**src/rtl/jpeg_blk_arbiter.sv**
```systemverilog
// jpeg_blk_arbiter
// Round-robin block scheduler in front of the shared JPEG quantization stage.
// A winning producer keeps the grant for a whole block of BLK_LEN coefficients;
// every forwarded beat carries its source, in-block index and an end-of-block flag.
// Optional stall watchdog: define JPEG_ARB_WDOG_EN to build it (default: absent,
// wdog_err tied low and a stalled grant is held indefinitely).
module jpeg_blk_arbiter #(
  parameter int NREQ     = 4,
  parameter int DW       = 12,
  parameter int BLK_LEN  = 64,
  parameter int WDOG_CYC = 256
) (
  input  logic                 clk,
  input  logic                 rst_n,
  input  logic [NREQ-1:0]      req_valid,
  input  logic [NREQ*DW-1:0]   req_data,
  output logic [NREQ-1:0]      req_ready,
  output logic                 out_valid,
  output logic [DW-1:0]        out_data,
  output logic [2:0]           out_src,
  output logic [5:0]           out_idx,
  output logic                 out_eob,
  input  logic                 out_ready,
  output logic                 busy,
  output logic                 wdog_err
);

  localparam int GW = $clog2(NREQ);
  localparam int CW = $clog2(BLK_LEN);

  // Reject configurations the index/source fields cannot represent.
  if (NREQ < 2 || NREQ > 8) begin : g_chk_nreq
    $error("jpeg_blk_arbiter: NREQ must be 2..8");
  end
  if (BLK_LEN < 2 || BLK_LEN > 64 || (BLK_LEN & (BLK_LEN - 1)) != 0) begin : g_chk_blk
    $error("jpeg_blk_arbiter: BLK_LEN must be a power of two in 2..64");
  end
  if (WDOG_CYC < 1) begin : g_chk_wdog
    $error("jpeg_blk_arbiter: WDOG_CYC must be at least 1");
  end

  typedef enum logic {
    IDLE  = 1'b0,
    BURST = 1'b1
  } state_t;

  state_t          state;
  logic [GW-1:0]   grant;
  logic [GW-1:0]   rr_ptr;
  logic [GW-1:0]   next_ptr;
  logic [CW-1:0]   beat_cnt;

  logic [NREQ-1:0] rot_valid;
  logic [GW-1:0]   pick_off;
  logic [GW:0]     pick_sum;
  logic [GW-1:0]   pick;
  logic            pick_found;

  logic [DW-1:0]   sel_data;
  logic            sel_valid;
  logic            can_load;
  logic            xfer;
  logic            last_beat;
  logic            wdog_fire;
  logic [5:0]      idx_ext;
  logic [2:0]      src_ext;

  // Round-robin search: rotate the request vector so rr_ptr sits at bit 0,
  // take the lowest set bit, then rotate the offset back.
  always_comb begin
    // NOTE: every combinational output gets a default first so no path leaves it unassigned (no latch).
    pick_found = 1'b0;
    pick_off   = '0;
    rot_valid  = NREQ'({req_valid, req_valid} >> rr_ptr);
    for (int j = 0; j < NREQ; j++) begin
      if (!pick_found && rot_valid[j]) begin
        pick_found = 1'b1;
        pick_off   = GW'(j);
      end
    end
    pick_sum = {1'b0, rr_ptr} + {1'b0, pick_off};
    pick     = (pick_sum >= (GW+1)'(NREQ)) ? GW'(pick_sum - (GW+1)'(NREQ)) : GW'(pick_sum);
  end

  // Select the granted requester's data and valid.
  always_comb begin
    sel_data  = '0;
    sel_valid = 1'b0;
    for (int j = 0; j < NREQ; j++) begin
      if (grant == GW'(j)) begin
        sel_data  = req_data[j*DW +: DW];
        sel_valid = req_valid[j];
      end
    end
  end

  // Only the granted requester sees ready, and only while the output register can take a beat.
  always_comb begin
    req_ready = '0;
    for (int j = 0; j < NREQ; j++) begin
      req_ready[j] = (state == BURST) && (grant == GW'(j)) && can_load;
    end
  end

  // Zero-extend the narrow counters onto the fixed-width output fields.
  always_comb begin
    idx_ext           = '0;
    idx_ext[CW-1:0]   = beat_cnt;
    src_ext           = '0;
    src_ext[GW-1:0]   = grant;
  end

  assign can_load  = !out_valid || out_ready;
  assign xfer      = (state == BURST) && sel_valid && can_load;
  assign last_beat = (beat_cnt == CW'(BLK_LEN - 1));
  assign next_ptr  = (grant == GW'(NREQ - 1)) ? '0 : grant + 1'b1;
  assign busy      = (state == BURST);

`ifdef JPEG_ARB_WDOG_EN
  localparam int WW = $clog2(WDOG_CYC + 1);

  logic [WW-1:0] wdog_cnt;

  // Fires on the cycle that would make the stall run WDOG_CYC cycles long.
  assign wdog_fire = (state == BURST) && !sel_valid && (wdog_cnt == WW'(WDOG_CYC - 1));

  // Count consecutive stalled cycles of the granted requester; latch the sticky error.
  always_ff @(posedge clk or negedge rst_n) begin
    if (!rst_n) begin
      wdog_cnt <= '0;
      wdog_err <= 1'b0;
    end else begin
      if (state != BURST || sel_valid || wdog_fire) begin
        wdog_cnt <= '0;
      end else begin
        wdog_cnt <= wdog_cnt + 1'b1;
      end
      if (wdog_fire) begin
        wdog_err <= 1'b1;
      end
    end
  end
`else
  assign wdog_fire = 1'b0;
  assign wdog_err  = 1'b0;
`endif

  // Arbitration FSM plus the output beat register.
  always_ff @(posedge clk or negedge rst_n) begin
    if (!rst_n) begin
      // NOTE: the output payload is reset too, so a partial block never leaks out after reset.
      state     <= IDLE;
      grant     <= '0;
      rr_ptr    <= '0;
      beat_cnt  <= '0;
      out_valid <= 1'b0;
      out_data  <= '0;
      out_src   <= '0;
      out_idx   <= '0;
      out_eob   <= 1'b0;
    end else begin
      // NOTE: state registers use non-blocking assignments so every read sees the pre-edge value.
      if (xfer) begin
        out_valid <= 1'b1;
        out_data  <= sel_data;
        out_src   <= src_ext;
        out_idx   <= idx_ext;
        out_eob   <= last_beat;
      end else if (out_ready) begin
        out_valid <= 1'b0;
      end

      case (state)
        IDLE: begin
          if (pick_found) begin
            grant    <= pick;
            beat_cnt <= '0;
            state    <= BURST;
          end
        end
        BURST: begin
          if (xfer) begin
            if (last_beat) begin
              state    <= IDLE;
              rr_ptr   <= next_ptr;
              beat_cnt <= '0;
            end else begin
              beat_cnt <= beat_cnt + 1'b1;
            end
          end else if (wdog_fire) begin
            state    <= IDLE;
            rr_ptr   <= next_ptr;
            beat_cnt <= '0;
          end
        end
        default: state <= IDLE;
      endcase
    end
  end

endmodule

```
**config.mk**
```make
export PLATFORM = sky130hd
export DESIGN_NAME = jpeg_blk_arbiter
export DESIGN_NICKNAME = d
export VERILOG_FILES = /design/src/rtl/jpeg_blk_arbiter.sv
export SDC_FILE = /design/constraint.sdc
export NUM_CORES = 1
export LEC_CHECK = 0
export CAP_MARGIN = 5
export CORE_MARGIN = 4
export CORE_UTILIZATION = 45
export CTS_BUF_LIST = sky130_fd_sc_hd__clkbuf_4
export DETAILED_ROUTE_END_ITERATION = 16
export GPL_ROUTABILITY_DRIVEN = 0
export PLACE_DENSITY = 0.81
export SETUP_SLACK_MARGIN = 0.05
export SYNTH_ARGS = -nofsm -noshare
export SYNTH_HDL_FRONTEND = slang
export SYNTH_SLANG_ARGS = --single-unit
```
**constraint.sdc**
```tcl
create_clock -name clk -period 2.45 [get_ports clk]
set_input_delay 0.49 -clock clk [delete_from_list [all_inputs] [get_ports clk]]
set_output_delay 0.49 -clock clk [all_outputs]
set_load 0.02 [all_outputs]
```
==> impl_metrics.ini <==
[synthesis]
ys_warn_count = 0
ys.flop_type = dfrtp_1
synth_cell_types = 44
netlist_instances = 206
netlist_area_um2 = 2100
synth_edf_count = 0
yosysSeqAreaShare = 0.393
synthArstFlopShare = 1.00
synth.avg_cell_area_um2 = 10.2
ys_ff_latch = 33

[sta]
fmax_mhz = 452
rsz0062_at_grt = false
fin_crit_sh = 0.902
skew_ns = 0.0133
hold_viol = 0
tightest_slew_ns = 0.496
setup_viol = 0
fin_setup_tns_ns = 0
min_period_ns = 2.21
final_max_slew_viol_count = 0
slew_headroom = 0.668

[detailed_routing]
drcViolationCount = 0
drt-initial-drc-count = 124
post_drt_wl_per_cell_um = 16.5
wirelength_mm = 5.71
antenna_left = 0
vias_per_cell = 5.63
dr_total_vias = 1943
dr.pass1.iters = 4

[floorplanning]
start_util = 0.473
pin_count = 84
fp.dieW_um = 76.4
rows = 24
fp.dieH_um = 76.4
die_area_um2 = 5830
coreArea_um2 = 4440

[clock_network]
clock-sinks = 33
tritoncts = done
cts_buffers = 5
root_buffer = clkbuf_4
clk_latency_ns = 0.35
htreeDepth = 2
clk_pin_slew_worst_paths_ns = 0.10
cts_setup_buffers = 0
cts.path.max_buffers = 2

[setup_path]
critical-path-max-stage-delay_ns = 0.47
critPathBufInv = 2
crit_arrival_ns = 1.72
cpLargestDelayFamily = buffers and inverters
critPathSlowestCell = clkdlybuf4s50_1
path_cells = clkdlybuf4s50_1 -> nand2b_1 -> and3_1 -> dlygate4sd2_1
critical_path_class = input pin to output pin
crit_path_start_kind = input pin
crit_path_end_kind = output pin
required_ns = 1.96
crit_path_max_fanout = 5

[place]
dpl.hpwl_mm = 4.36
placed_cells = 337
port_buffers = 81

[grt]
grt_max_degree = 34
busiest_layer = met2
grt_pass1_wl_mm = 9.22
grt_usage = 0.195
antenna_found_initial = 0
met2_usage = 0.289
grt_util_met1 = 0.269
grt_pass1_vias = 1843
grt_overflow = 0
grt_use_met3 = 0.0520

[job]
maxCapViolCount = 0

[power_and_ir_drop]
p_total_mw = 3.92
p_leak_nw = 1.29
power_density_nw_per_um2 = 1280
vdd_drop_max_mv = 0.631

[final_layout]
n_antenna_cell = 0
postLayoutCoreUtil = 0.688
area_delta_synth_final_pct = 45.4
num-nets-final = 353
drive_gt1_frac = 0.160
fin_cells = 345

[hold_path]
min_path_type = flop to flop

[run_status]
status = finished clean
-- layout make-up --
class                      count  area, um2
sequential                    33        826
fill                         352       1390
timing repair buffer          94        903
multi-input combinational    150       1150
tap                           52       65.1
inverter                       8       30.0
clock inverter                 3       46.3
clock buffer                   5       37.5
-- routing by layer --
layer  vias to the layer above  routed length [um]
met5                         -                   0
met4                         0                 144
met3                        13                 319
met2                        81                2710
met1                       916                2540
li1                        933                   -
-- state kept, by name, summed over array words and instances (netlist names) --
| signal | cells |
|---|---|
| out_data | 12 |
| beat_cnt | 6 |
| out_idx | 6 |
| grant | 2 |
| out_src | 2 |
| rr_ptr | 2 |
| busy | 1 |
| out_eob | 1 |
| out_valid | 1 |
-- path summary, 6_finish.rpt --
check                            start           end  slack (ns)  depth (start not counted)
max reg2reg                   grant[0]  out_data[10]        0.29                          6
min                        out_data[7]   out_data[7]        0.51                          1
min reg2reg                out_data[7]   out_data[7]        0.51                          1
min in group asynchronous        rst_n     out_valid        0.53                          2
max                          out_ready  req_ready[3]        0.24                          4
max in group asynchronous        rst_n   out_data[3]        1.60                          2
-- per-stage QoR --
stage	hold slack [ns]	instance area, um2	worst slack [ns]
2_1_floorplan	0.194	2110	0.357
3_3_place_gp	0.474	2970	-0.0327
3_5_place_dp	0.481	2970	-0.0336
4_1_cts	0.511	3060	0.201
5_1_grt	0.535	3060	0.127
6_report	0.505	3060	0.240
-- Yosys cell counts (5+ instances only) --
| library cell | instances | area share |
|---|---|---|
| clkbuf_1 | 7 | 0.012 |
| mux2_4 | 11 | 0.079 |
| o31ai_1 | 12 | 0.043 |
| a221oi_1 | 12 | 0.050 |
| dfrtp_1 | 33 | 0.39 |
| mux2_2 | 8 | 0.043 |
| nor2b_1 | 15 | 0.045 |
| o21ai_0 | 7 | 0.017 |
| nor2_1 | 6 | 0.011 |
| ha_1 | 6 | 0.036 |
| nand3_1 | 8 | 0.019 |
| nand2_1 | 20 | 0.036 |
| and3_1 | 5 | 0.015 |
| inv_1 | 8 | 0.014 |
-- power breakdown --
| part | total (mW) | internal (mW) | switching, mW | leakage [nW] |
|---|---|---|---|---|
| Clock | 0.423 | 0.216 | 0.207 | 0.0414 |
| Sequential | 0.980 | 0.788 | 0.192 | 0.383 |
| Combinational | 2.51 | 1.30 | 1.21 | 0.861 |
-- cell families (layout without fill, tap and decap cells) --
kind of cell,Yosys count,in the layout,synth area share
AOI/OAI and AO/OA,50,50,0.187
xor gates and xnor gates,2,2,0.00833
adders and majority gates,6,6,0.0357
buffers and inverters,24,110,0.0654
DFF,33,33,0.393
muxes,25,25,0.152
other,1,2,0.00178
and+or+nand+nor,65,65,0.157
-- layout by cell type (no fill, tap or decap), types with 2 or more instances in the layout --
master | synthesis | routed
clkdlybuf4s50_1 | 0 | 77
dfrtp_1 | 33 | 33
nand2_1 | 20 | 20
nor2b_1 | 15 | 14
buf_4 | 2 | 13
a221oi_1 | 12 | 12
o31ai_1 | 12 | 12
mux2_4 | 11 | 11
inv_1 | 8 | 8
nand3_1 | 8 | 8
mux2_2 | 8 | 8
o21ai_0 | 7 | 7
nor2_1 | 6 | 6
and3_1 | 5 | 5
clkbuf_4 | 0 | 5
nor4_1 | 4 | 4
ha_1 | 6 | 4
dlygate4sd2_1 | 0 | 4
o211ai_1 | 3 | 3
mux2i_1 | 3 | 3
mux2_1 | 3 | 3
nand2b_1 | 2 | 2
a21o_1 | 2 | 2
a21oi_1 | 2 | 2
nor3_1 | 2 | 2
o22ai_1 | 2 | 2
xnor2_1 | 2 | 2
ha_2 | 0 | 2
conb_1 | 1 | 2
-- timing repair --
action	CTS	global route
resized for setup	6	1
cloned	0	0
setup endpoints to repair	4	2
pin swaps	0	0
hold buffers	0	0
Power figures use the tool's default switching activity.
